===== src/rtl/ws2812_pkg.sv =====
`default_nettype none
// ============================================================================
// Module   : ws2812_pkg
// Purpose  : Shared definitions for the WS2812 SFR pixel driver: SFR address
//            map, control-register bit positions, FSM state encoding, default
//            timing constants and the brightness scaling helpers.
// Ports    : none (package)
// Revision : 1.0 - initial release
// ============================================================================
package ws2812_pkg;

    // SFR address map (write-only)
    localparam logic [7:0] SFR_IDX    = 8'hC0;
    localparam logic [7:0] SFR_G      = 8'hC1;
    localparam logic [7:0] SFR_R      = 8'hC2;
    localparam logic [7:0] SFR_B      = 8'hC3;
    localparam logic [7:0] SFR_CTRL   = 8'hC4;
    localparam logic [7:0] SFR_BRIGHT = 8'hC5;

    // Control register bit positions
    localparam int CTRL_START_BIT   = 0;
    localparam int CTRL_IDX_CLR_BIT = 1;

    // Default chain size and timing (50 MHz clock)
    localparam int DEF_NUM_LEDS = 8;
    localparam int DEF_T0H      = 20;
    localparam int DEF_T1H      = 40;
    localparam int DEF_T_BIT    = 62;
    localparam int DEF_T_RESET  = 2600;

    typedef enum logic [2:0] {
        ST_IDLE  = 3'd0,
        ST_LOAD  = 3'd1,
        ST_HIGH  = 3'd2,
        ST_LOW   = 3'd3,
        ST_LATCH = 3'd4
    } ws2812_state_e;

    // (c * (b + 1)) >> 8 : 8x9-bit product, result truncated to 8 bits.
    // b = 0xFF multiplies by 256, so the channel passes through unchanged.
    function automatic logic [7:0] scale_channel(input logic [7:0] c, input logic [7:0] b);
        logic [16:0] prod;
        prod = {9'd0, c} * ({9'd0, b} + 17'd1);
        return 8'(prod >> 8);
    endfunction

    function automatic logic [23:0] scale_word(input logic [23:0] w, input logic [7:0] b);
        return {scale_channel(w[23:16], b), scale_channel(w[15:8], b), scale_channel(w[7:0], b)};
    endfunction

endpackage
`default_nettype wire


===== src/rtl/ws2812_bit_tx.sv =====
`default_nettype none
// ============================================================================
// Module   : ws2812_bit_tx
// Purpose  : WS2812 bit serialiser. Shifts a 24-bit GRB word out MSB first,
//            each bit T_BIT cycles long with a T1H/T0H high phase. A load on
//            the final cycle of a word starts the next word with no gap.
// Ports    : clk, rst         - clock, synchronous active-high reset
//            i_load, i_word   - load strobe and 24-bit word to send
//            o_din            - registered serial line
//            o_high_last      - last cycle of the current bit's high phase
//            o_bit_end        - last cycle of the current bit
//            o_word_done      - last cycle of the 24th bit
// Revision : 1.0 - initial release
// ============================================================================
module ws2812_bit_tx
    import ws2812_pkg::*;
#(
    parameter int T0H   = DEF_T0H,
    parameter int T1H   = DEF_T1H,
    parameter int T_BIT = DEF_T_BIT
) (
    input  logic        clk,
    input  logic        rst,
    input  logic        i_load,
    input  logic [23:0] i_word,
    output logic        o_din,
    output logic        o_high_last,
    output logic        o_bit_end,
    output logic        o_word_done
);

    localparam int CNT_W = (T_BIT > 1) ? $clog2(T_BIT) : 1;
    localparam logic [CNT_W-1:0] c_T0H      = CNT_W'(T0H);
    localparam logic [CNT_W-1:0] c_T1H      = CNT_W'(T1H);
    localparam logic [CNT_W-1:0] c_BIT_LAST = CNT_W'(T_BIT - 1);

    logic [23:0]      r_shift, w_shift_nxt;
    logic [CNT_W-1:0] r_cnt, w_cnt_nxt;
    logic [4:0]       r_bit, w_bit_nxt;
    logic             r_active, w_active_nxt;
    logic             r_din, w_din_nxt;
    logic [CNT_W-1:0] w_thresh;
    logic             w_high_last, w_bit_end, w_word_done;

    always_comb begin
        w_thresh     = r_shift[23] ? c_T1H : c_T0H;
        w_high_last  = r_active && (r_cnt == (w_thresh - CNT_W'(1)));
        w_bit_end    = r_active && (r_cnt == c_BIT_LAST);
        w_word_done  = w_bit_end && (r_bit == 5'd23);

        w_shift_nxt  = r_shift;
        w_cnt_nxt    = r_cnt;
        w_bit_nxt    = r_bit;
        w_active_nxt = r_active;

        if (i_load) begin
            w_shift_nxt  = i_word;
            w_cnt_nxt    = '0;
            w_bit_nxt    = 5'd0;
            w_active_nxt = 1'b1;
        end else if (w_bit_end) begin
            w_cnt_nxt = '0;
            if (r_bit == 5'd23) begin
                w_active_nxt = 1'b0;
            end else begin
                w_bit_nxt   = r_bit + 5'd1;
                w_shift_nxt = {r_shift[22:0], 1'b0};
            end
        end else if (r_active) begin
            w_cnt_nxt = r_cnt + CNT_W'(1);
        end

        // Line level is computed from next state so din is a clean flop output.
        w_din_nxt = w_active_nxt && (w_cnt_nxt < (w_shift_nxt[23] ? c_T1H : c_T0H));
    end

    always_ff @(posedge clk) begin
        if (rst) begin
            r_shift  <= '0;
            r_cnt    <= '0;
            r_bit    <= 5'd0;
            r_active <= 1'b0;
            r_din    <= 1'b0;
        end else begin
            r_shift  <= w_shift_nxt;
            r_cnt    <= w_cnt_nxt;
            r_bit    <= w_bit_nxt;
            r_active <= w_active_nxt;
            r_din    <= w_din_nxt;
        end
    end

    assign o_din       = r_din;
    assign o_high_last = w_high_last;
    assign o_bit_end   = w_bit_end;
    assign o_word_done = w_word_done;

endmodule
`default_nettype wire


===== src/rtl/ws2812_sfr_driver.sv =====
`default_nettype none
// ============================================================================
// Module   : ws2812_sfr_driver
// Purpose  : 8051 SFR-mapped WS2812 chain driver. Holds the GRB pixel buffer,
//            decodes SFR writes, sequences a frame of NUM_LEDS pixels through
//            ws2812_bit_tx and appends the T_RESET latch gap.
// Ports    : clk, rst            - clock, synchronous active-high reset
//            sfr_addr            - SFR address (0xC0..0xC5 decoded)
//            controller_data_in  - SFR write data
//            sfr_wr              - one-cycle write strobe
//            din                 - serial data to the first LED
//            busy                - frame in progress (incl. latch gap)
// Options  : WS2812_BRIGHT_EN    - define to enable the 0xC5 brightness scaler
// Revision : 1.0 - initial release
// ============================================================================
module ws2812_sfr_driver
    import ws2812_pkg::*;
#(
    parameter int NUM_LEDS = DEF_NUM_LEDS,
    parameter int T0H      = DEF_T0H,
    parameter int T1H      = DEF_T1H,
    parameter int T_BIT    = DEF_T_BIT,
    parameter int T_RESET  = DEF_T_RESET
) (
    input  logic       clk,
    input  logic       rst,
    input  logic [7:0] sfr_addr,
    input  logic [7:0] controller_data_in,
    input  logic       sfr_wr,
    output logic       din,
    output logic       busy
);

    localparam int IDX_W   = (NUM_LEDS > 1) ? $clog2(NUM_LEDS) : 1;
    localparam int LATCH_W = (T_RESET > 1) ? $clog2(T_RESET) : 1;
    localparam logic [7:0]         c_LAST_PIX   = 8'(NUM_LEDS - 1);
    localparam logic [LATCH_W-1:0] c_LATCH_LAST = LATCH_W'(T_RESET - 1);

    ws2812_state_e      r_state, w_state_nxt;
    logic [7:0]         r_idx, r_g, r_r;
    logic [7:0]         r_pix, w_pix_nxt;
    logic [LATCH_W-1:0] r_latch_cnt, w_latch_nxt;
    logic [23:0]        r_buf [NUM_LEDS];

    logic               w_wr_en, w_start, w_tx_load;
    logic [IDX_W-1:0]   w_fetch_idx;
    logic [23:0]        w_fetch_raw, w_fetch_word;
    logic               w_high_last, w_bit_end, w_word_done;

    // The whole register map is frozen while a frame is running.
    assign w_wr_en = sfr_wr && (r_state == ST_IDLE);
    assign w_start = w_wr_en && (sfr_addr == SFR_CTRL) && controller_data_in[CTRL_START_BIT];
    assign busy    = (r_state != ST_IDLE);

    // ---------------------------------------------------------------- SFR regs
    always_ff @(posedge clk) begin
        if (rst) begin
            r_idx <= 8'd0;
            r_g   <= 8'd0;
            r_r   <= 8'd0;
        end else if (w_wr_en) begin
            case (sfr_addr)
                SFR_IDX: begin
                    if ({1'b0, controller_data_in} < 9'(NUM_LEDS)) r_idx <= controller_data_in;
                end
                SFR_G: r_g <= controller_data_in;
                SFR_R: r_r <= controller_data_in;
                SFR_B: r_idx <= (r_idx == c_LAST_PIX) ? 8'd0 : r_idx + 8'd1;
                SFR_CTRL: begin
                    if (controller_data_in[CTRL_IDX_CLR_BIT]) r_idx <= 8'd0;
                end
                SFR_BRIGHT: ;   // brightness register is handled below
                default: ;
            endcase
        end
    end

    // Pixel buffer: deliberately not reset, so it maps onto plain RAM.
    always_ff @(posedge clk) begin
        if (w_wr_en && (sfr_addr == SFR_B)) begin
            r_buf[r_idx[IDX_W-1:0]] <= {r_g, r_r, controller_data_in};
        end
    end

    assign w_fetch_raw = r_buf[w_fetch_idx];

`ifdef WS2812_BRIGHT_EN
    logic [7:0] r_bright;

    always_ff @(posedge clk) begin
        if (rst) begin
            r_bright <= 8'hFF;
        end else if (w_wr_en && (sfr_addr == SFR_BRIGHT)) begin
            r_bright <= controller_data_in;
        end
    end

    assign w_fetch_word = scale_word(w_fetch_raw, r_bright);
`else
    assign w_fetch_word = w_fetch_raw;
`endif

    // ---------------------------------------------------------------- FSM
    always_ff @(posedge clk) begin
        if (rst) begin
            r_state     <= ST_IDLE;
            r_pix       <= 8'd0;
            r_latch_cnt <= '0;
        end else begin
            r_state     <= w_state_nxt;
            r_pix       <= w_pix_nxt;
            r_latch_cnt <= w_latch_nxt;
        end
    end

    always_comb begin
        w_state_nxt = r_state;
        w_pix_nxt   = r_pix;
        w_latch_nxt = '0;
        w_tx_load   = 1'b0;
        w_fetch_idx = '0;

        case (r_state)
            ST_IDLE: begin
                if (w_start) w_state_nxt = ST_LOAD;
            end
            ST_LOAD: begin
                w_tx_load   = 1'b1;
                w_pix_nxt   = 8'd0;
                w_state_nxt = ST_HIGH;
            end
            ST_HIGH: begin
                if (w_high_last) w_state_nxt = ST_LOW;
            end
            ST_LOW: begin
                if (w_word_done) begin
                    if (r_pix == c_LAST_PIX) begin
                        w_state_nxt = ST_LATCH;
                    end else begin
                        // Prefetch on the final cycle of the word: the next
                        // pixel's first bit starts on the following edge.
                        w_tx_load   = 1'b1;
                        w_fetch_idx = r_pix[IDX_W-1:0] + IDX_W'(1);
                        w_pix_nxt   = r_pix + 8'd1;
                        w_state_nxt = ST_HIGH;
                    end
                end else if (w_bit_end) begin
                    w_state_nxt = ST_HIGH;
                end
            end
            ST_LATCH: begin
                if (r_latch_cnt == c_LATCH_LAST) begin
                    w_state_nxt = ST_IDLE;
                end else begin
                    w_latch_nxt = r_latch_cnt + LATCH_W'(1);
                end
            end
            default: w_state_nxt = ST_IDLE;
        endcase
    end

    ws2812_bit_tx #(
        .T0H   (T0H),
        .T1H   (T1H),
        .T_BIT (T_BIT)
    ) u_bit_tx (
        .clk         (clk),
        .rst         (rst),
        .i_load      (w_tx_load),
        .i_word      (w_fetch_word),
        .o_din       (din),
        .o_high_last (w_high_last),
        .o_bit_end   (w_bit_end),
        .o_word_done (w_word_done)
    );

endmodule
`default_nettype wire


===== config.mk =====
export PLATFORM = sky130hd
export DESIGN_NAME = ws2812_sfr_driver
export DESIGN_NICKNAME = d
export VERILOG_FILES = /design/src/rtl/ws2812_pkg.sv /design/src/rtl/ws2812_bit_tx.sv /design/src/rtl/ws2812_sfr_driver.sv
export SDC_FILE = /design/constraint.sdc
export NUM_CORES = 1
export LEC_CHECK = 0
export BUFFER_PORTS_ARGS = -buffer_cell sky130_fd_sc_hd__buf_2
export CORE_ASPECT_RATIO = 0.9
export CORE_UTILIZATION = 45
export CTS_CLUSTER_SIZE = 16
export DETAILED_ROUTE_END_ITERATION = 8
export HOLD_SLACK_MARGIN = 0.03
export PLACE_DENSITY = 0.61
export SLEW_MARGIN = 40
export SYNTH_ARGS = -nofsm -noshare
export SYNTH_HDL_FRONTEND = slang
export SYNTH_SLANG_ARGS = --single-unit

===== constraint.sdc =====
create_clock -name clk -period 4.81 [get_ports clk]
set_input_delay 0.7215 -clock clk [delete_from_list [all_inputs] [get_ports clk]]
set_output_delay 0.7215 -clock clk [all_outputs]
set_load 0.05 [all_outputs]

Yosys cells after proc, flatten, opt, wreduce, memory -nomap -nowiden
Memories as Yosys holds them, arrays and structs flattened.
Cells that the tools add are included.
{"block": "word_totals", "ff_bits": 84, "latchBits": 0, "ramBits": 192, "rom_bits": 0, "in_bits": 19, "out_inout_bits": 2, "wordCells": 103, "memories": 1}
{"block": "op_classes", "addsub": 7, "multipliers": 0, "n_div": 0, "order_cmp": 2, "eq_ne": 24, "n_shift": 0, "mux": 33, "n_bitwise": 2, "reduce_logical": 22}
{"memory": "r_buf", "words": 8, "word_bits": 24, "rd": 1, "rd_ports_with_merged_regs": 0, "wr": 1, "line_no": "ws2812_sfr_driver.sv:43", "source": "logic [23:0] r_buf [NUM_LEDS];"}
{"cell": "24-bit two-way mux", "n": 3}
{"cell": "8-bit equality test, second input constant", "n": 5}
{"cell": "8-bit two-way mux", "n": 5}
{"cell": "6-bit two-way mux", "n": 5}
{"cell": "3-bit two-way mux", "n": 9}
{"cell": "8-bit one-hot mux with 3 select lines", "n": 1}
{"cell": "8-bit by 1-bit adder with 8-bit output, second input constant", "n": 2}
{"cell": "8-bit by 3-bit equality test with 1-bit output, second input constant", "n": 2}
{"cell": "8-bit one-hot mux with 2 select lines", "n": 1}
{"cell": "3-bit one-hot mux with 5 select lines", "n": 1}
{"cell": "12-bit by 1-bit adder with 12-bit output, second input constant", "n": 1}
{"cell": "12-bit equality test, second input constant", "n": 1}
{"cell": "2-bit inequality test, second input constant", "n": 5}
{"cell": "1-bit logical AND", "n": 8}
{"cell": "8-bit by 4-bit < comparator with 1-bit output, second input constant", "n": 1}
{"cell": "2-bit AND reduction", "n": 4}
{"cell": "4-bit AND reduction", "n": 2}
{"cell": "1-bit two-way mux", "n": 7}
{"cell": "6-bit by 1-bit adder with 6-bit output, second input constant", "n": 1}
{"cell": "3-bit by 2-bit equality test with 1-bit output, second input constant", "n": 2}
{"cell": "6-bit equality test", "n": 1}
{"cell": "6-bit equality test, second input constant", "n": 1}
{"cell": "6-bit < comparator", "n": 1}
{"cell": "2-bit by 1-bit inequality test with 1-bit output, second input constant", "n": 3}
{"cell": "15 further kinds", "n": 18}

Depth between registers and ports, before layout
An unclocked memory read counts as a cell.
{"block": "depth", "depth_word": 10, "ltp_mapped": 15, "mapped_depth_nobuf": 13}

Hierarchy
From an unflattened synthesis, not the netlist that was laid out.
{"block": "unflattened", "hier_cells": 859, "area_unflattened_um2": 11424.7}
{"mod": "ws2812_sfr_driver", "instances": 1, "cells_each": 666, "area_per_inst_um2": 9605.5, "seq_area_each_um2": 6706.4}
{"mod": "ws2812_bit_tx", "instances": 1, "cells_each": 193, "area_per_inst_um2": 1819.2, "seq_area_each_um2": 740.7}

Least setup slack after synthesis
Ideal clock, no wire load.
{"block": "synth_path", "kind": "input port to flip-flop", "start": "input sfr_addr[2]", "end": "memory r_buf[0][0] (enable)", "setup_ns": 0.435, "arrival_time_ns": 3.281, "required_time_ns": 4.375, "path_slack_ns": 1.094, "cell_stages": 5, "n_path_buf": 0, "cell_sequence": "and3b_1 -> and3b_1 -> nand3_1 -> or2_2 -> nor3_1"}
{"block": "synth_via", "elab_chain_len": 4}
{"item": "start: declaration", "line_no": "ws2812_sfr_driver.sv:27", "source": "input logic [7:0] sfr_addr,"}
{"item": "8-bit equality test", "line_no": "ws2812_sfr_driver.sv:80", "source": "if (w_wr_en && (sfr_addr == SFR_B)) begin"}
{"item": "1-bit logical AND", "line_no": "ws2812_sfr_driver.sv:80"}
{"item": "1-bit two-way mux", "line_no": "ws2812_sfr_driver.sv:80"}
{"item": "1-bit two-way mux (not written as such)", "line_no": "ws2812_sfr_driver.sv:81", "source": "r_buf[r_idx[IDX_W-1:0]] <= {r_g, r_r, controller_data_in};"}
{"item": "end: declaration", "line_no": "ws2812_sfr_driver.sv:43"}
No other way between the ends.

Worst setup path in the final report
{"block": "layout_path", "start": "register r_pix[1]", "end": "register u_bit_tx.r_shift[9]"}
{"block": "layout_via", "elab_chain_len": 6, "elab_cells_between_ends": 13, "cone_classes": "add/sub: 1; eq/ne: 2; mux: 7; reduce/logical: 2; memory: 1"}
{"item": "start: declaration", "line_no": "ws2812_sfr_driver.sv:41", "source": "logic [7:0] r_pix, w_pix_nxt;"}
{"item": "start signal: assignment", "line_no": "ws2812_sfr_driver.sv:111", "source": "r_pix <= w_pix_nxt;"}
{"item": "3-bit by 1-bit adder with 3-bit output or 8-bit by 3-bit equality test with 1-bit output (tied branches)", "line_no": "ws2812_sfr_driver.sv:143, ws2812_sfr_driver.sv:137"}
{"item": "3-bit two-way mux or 1-bit two-way mux (tied branches)", "line_no": "ws2812_sfr_driver.sv:137", "source": "if (r_pix == c_LAST_PIX) begin"}
{"item": "3-bit two-way mux or 1-bit two-way mux (tied branches)", "line_no": "ws2812_sfr_driver.sv:136", "source": "if (w_word_done) begin"}
{"item": "3-bit two-way mux or 1-bit one-hot mux with 2 select lines (tied branches)", "line_no": "ws2812_sfr_driver.sv:123", "source": "case (r_state)"}
{"item": "memory read 8 x 24 bit, or another cell as far along"}
{"item": "24-bit two-way mux or 2-bit AND reduction (tied branches)"}
{"item": "end signal: assignment", "line_no": "ws2812_bit_tx.sv:85", "source": "r_shift <= w_shift_nxt;"}
{"item": "end: declaration", "line_no": "ws2812_bit_tx.sv:37", "source": "logic [23:0] r_shift, w_shift_nxt;"}
Parallel ways exist; a longest one is shown, timed or not.
A chain may end at the register's enable or synchronous reset.

==> results.cfg <==
[timing]
finalCriticalPeriod_ns = 3.18
rsz0062_at_grt = false
finalHoldViolCount = 0
max_slew_margin = 0.547
slew_viol_final = 0
setup_viol = 0
totalNegativeSetupSlack_ns = 0
worst_pin_slew_ns = 0.675
fmax_ghz = 0.314
holdWs_ns = 0.456
fin_crit_sh = 0.662
skew_ns = 0.0256

[finish]
stdcell_count = 1246
n_antenna_cell = 0
drive_above_1_share = 0.164
nFillCells = 2182
final_nets = 912
syn_to_final_growth_pct = 12.8

[global_route]
grt_max_degree = 50
antenna_found_initial = 0
grt_pass1_wl_mm = 38.9
overflow = 0
grt_usage = 0.195
grt_pass1_vias = 6663

[cts]
cts.path.max_buffers = 3
hold_buffers = 0
post_cts_buffers = 0
ctsResizeCount = 0
cts.htree.levels = 1
clock-sinks = 276
cts_tree = yes
root_buffer = clkbuf_16
clkSlewWorstSetupHoldPaths_ns = 0.06
cts-buffers-inserted = 28
clk_latency_ns = 0.56

[worst_setup_path]
path_buf_inv = 1
crit_cells = 8
slowest_stage = buf_4
rr_endpoint = u_bit_tx.r_shift[9]
ff2ff_setup_slack_ns = 1.63
critPathLaunchType = flop
reg2reg_from = r_pix[1]
path_max_fanout = 46
startpoint = r_pix[1]
required_ns = 5.21
crit_type = reg2reg
max_stage_delay_ns = 0.58
endpoint_kind = flop
endpoint = u_bit_tx.r_shift[9]
reg2regPathDepth = 8
crit_family = simple AND/OR/NAND/NOR gates
worstPathArrival_ns = 3.59
crit_path_cell_trace = ha_1, nor4b_1, nand3_1, nand3b_1, buf_4, mux2_2, o21ai_0, a221oi_1

[floorplan]
die_x_microns = 170
core_sq_um = 25000
io_pins = 21
die_h_microns = 153
dieArea_sq_um = 26100
rows = 55
start_util = 0.458

[route]
via_per_inst = 5.54
drc = 0
via_count = 6909
drt-pass1-iter-count = 4
drt_iter0_markers = 492
routed_wirelength_mm = 24.9
wire_per_inst_microns = 20.0
ant_nets = 0

[synth]
ys_ff_latch = 276
synth_nets = 893
synth_seq_area_share = 0.650
synth_area_sq_um = 11500
avgSynthCellArea_sq_um = 13.3
ys.flop_type = edfxtp_1
syn-instance-count = 865
yosysWarnings = 0
synth-edff-count = 192
synthDistinctLibCells = 57
async_flop_share = 0

[flow_run]
cap_violations = 0

[status]
outcome = finished clean

[power_and_ir_drop]
powerDensity_nw_per_um2 = 364
ir_drop_mv = 0.323
p_leak_nw = 4.26

[placement]
numPortBuffers = 20
placed_cells = 1195
gp_congestion = 0.773
dp_hpwl_mm = 14.4

[hold_path]
hp-class = reg2reg
==> flip-flops by register name (all words and copies together) (netlist names) <==
| name | count |
|---|---|
| r_pix | 8 |
| r_state | 3 |
| u_bit_tx.r_bit | 5 |
| u_bit_tx.r_cnt | 6 |
| r_buf | 192 |
| r_r | 8 |
| u_bit_tx.r_shift | 24 |
| u_bit_tx.r_active | 1 |
| r_g | 8 |
| u_bit_tx.o_din | 1 |
| r_idx | 8 |
| r_latch_cnt | 12 |
==> layout by cell type, fill, tap and decap left out, drive strengths merged, types with 6 or more instances in the layout <==
cell / netlist / routed
edfxtp: 192 / 192
dfxtp: 84 / 84
nor2: 75 / 75
mux2i: 67 / 67
a21oi: 58 / 58
mux2: 44 / 44
buf: 27 / 40
clkbuf: 24 / 35
o21ai: 34 / 34
nand2: 28 / 28
and3: 27 / 27
a221oi: 25 / 25
a211o: 22 / 22
nand3: 16 / 16
xor2: 15 / 15
nor3: 14 / 14
nand4: 11 / 11
inv: 9 / 9
xnor2: 9 / 9
ha: 9 / 9
clkinv: 0 / 9
nor4b: 6 / 6
==> worst min-delay path by stage <==
stage          cells after the start  slack, ns        endpoint            from
5_1_grt                            1       0.46  r_latch_cnt[0]  r_latch_cnt[0]
4_1_cts                            1       0.46  r_latch_cnt[0]  r_latch_cnt[0]
3_5_place_dp                       1       0.44  r_latch_cnt[0]  r_latch_cnt[0]
2_1_floorplan                      1       0.42  r_latch_cnt[0]  r_latch_cnt[0]
6_report                           1       0.46  r_latch_cnt[0]  r_latch_cnt[0]
3_3_place_gp                       1       0.44  r_latch_cnt[0]  r_latch_cnt[0]
==> cell families (layout without fill, tap and decap cells) <==
family          after synthesis  in the layout  share of synthesized area
flops                       276            276                      0.650
simple gates                219            219                      0.102
compound gates              166            166                     0.0948
mux                         111            111                      0.102
buf+inv                      60             99                     0.0232
xor+xnor                     24             24                     0.0183
fa+ha+maj                     9              9                    0.00982
==> report_power, final <==
group | switching (W) | internal [W]
sequential | 0.000000751 | 0.00252
combinational | 0.0000349 | 0.0000110
clock | 0.000887 | 0.00125
==> final cells by class <==
type / instances / area, sq um / area share
well taps: 342 / 428 / 0.0331
multi-input cells: 529 / 3840 / 0.297
inverters: 9 / 33.8 / 0.00261
clock buffers: 35 / 737 / 0.0570
repair buffers: 40 / 267 / 0.0206
clock inverters: 15 / 176 / 0.0136
flip-flops and latches: 276 / 7450 / 0.576
==> cell usage after synthesis, types with 3 or more instances <==
cell | n | area [sq um]
dfxtp_1 | 84 | 1680
nor4b_1 | 5 | 43.8
nor2b_1 | 5 | 31.3
and3b_1 | 3 | 26.3
a211o_1 | 22 | 193
a221oi_1 | 25 | 219
buf_2 | 24 | 120
nand4_1 | 10 | 62.6
nor3b_1 | 4 | 30.0
buf_4 | 3 | 22.5
and3_1 | 27 | 169
nand2b_1 | 4 | 25.0
ha_1 | 9 | 113
and4b_1 | 4 | 40.0
a211oi_1 | 5 | 37.5
clkbuf_1 | 24 | 90.1
inv_1 | 9 | 33.8
xnor2_1 | 9 | 78.8
nor2_1 | 75 | 282
nand2_1 | 27 | 101
mux2i_1 | 67 | 671
edfxtp_1 | 192 | 5770
a21oi_1 | 58 | 290
or3_1 | 4 | 25.0
a31oi_1 | 4 | 25.0
nor3_1 | 13 | 65.1
mux2_2 | 44 | 495
o21ai_0 | 33 | 165
and2_1 | 5 | 31.3
xor2_1 | 15 | 131
nand3_1 | 16 | 80.1
or4_1 | 3 | 22.5
o31ai_1 | 4 | 30.0
==> per-layer routing <==
layer  vias up  part of all wire  track usage
li1       3341                 -            -
met1      3391              0.48        0.286
met2       143              0.45        0.305
met3        34             0.043       0.0267
met4         0             0.019       0.0489
met5         -                 0            0
==> stage by stage <==
step | utilization | setup WS, ns | instance area (sq um) | power (W)
6_report | 0.516 | 1.63 | 12900 | 0.00470
5_1_grt | 0.516 | 1.18 | 12900 | 0.00484
4_1_cts | 0.516 | 1.61 | 12900 | 0.00474
3_5_place_dp | 0.479 | 1.61 | 12000 | 0.00262
3_3_place_gp | 0.479 | 1.63 | 12000 | 0.00262
2_1_floorplan | - | 1.09 | 11500 | 0.00259
Power figures use the tool's default switching activity.
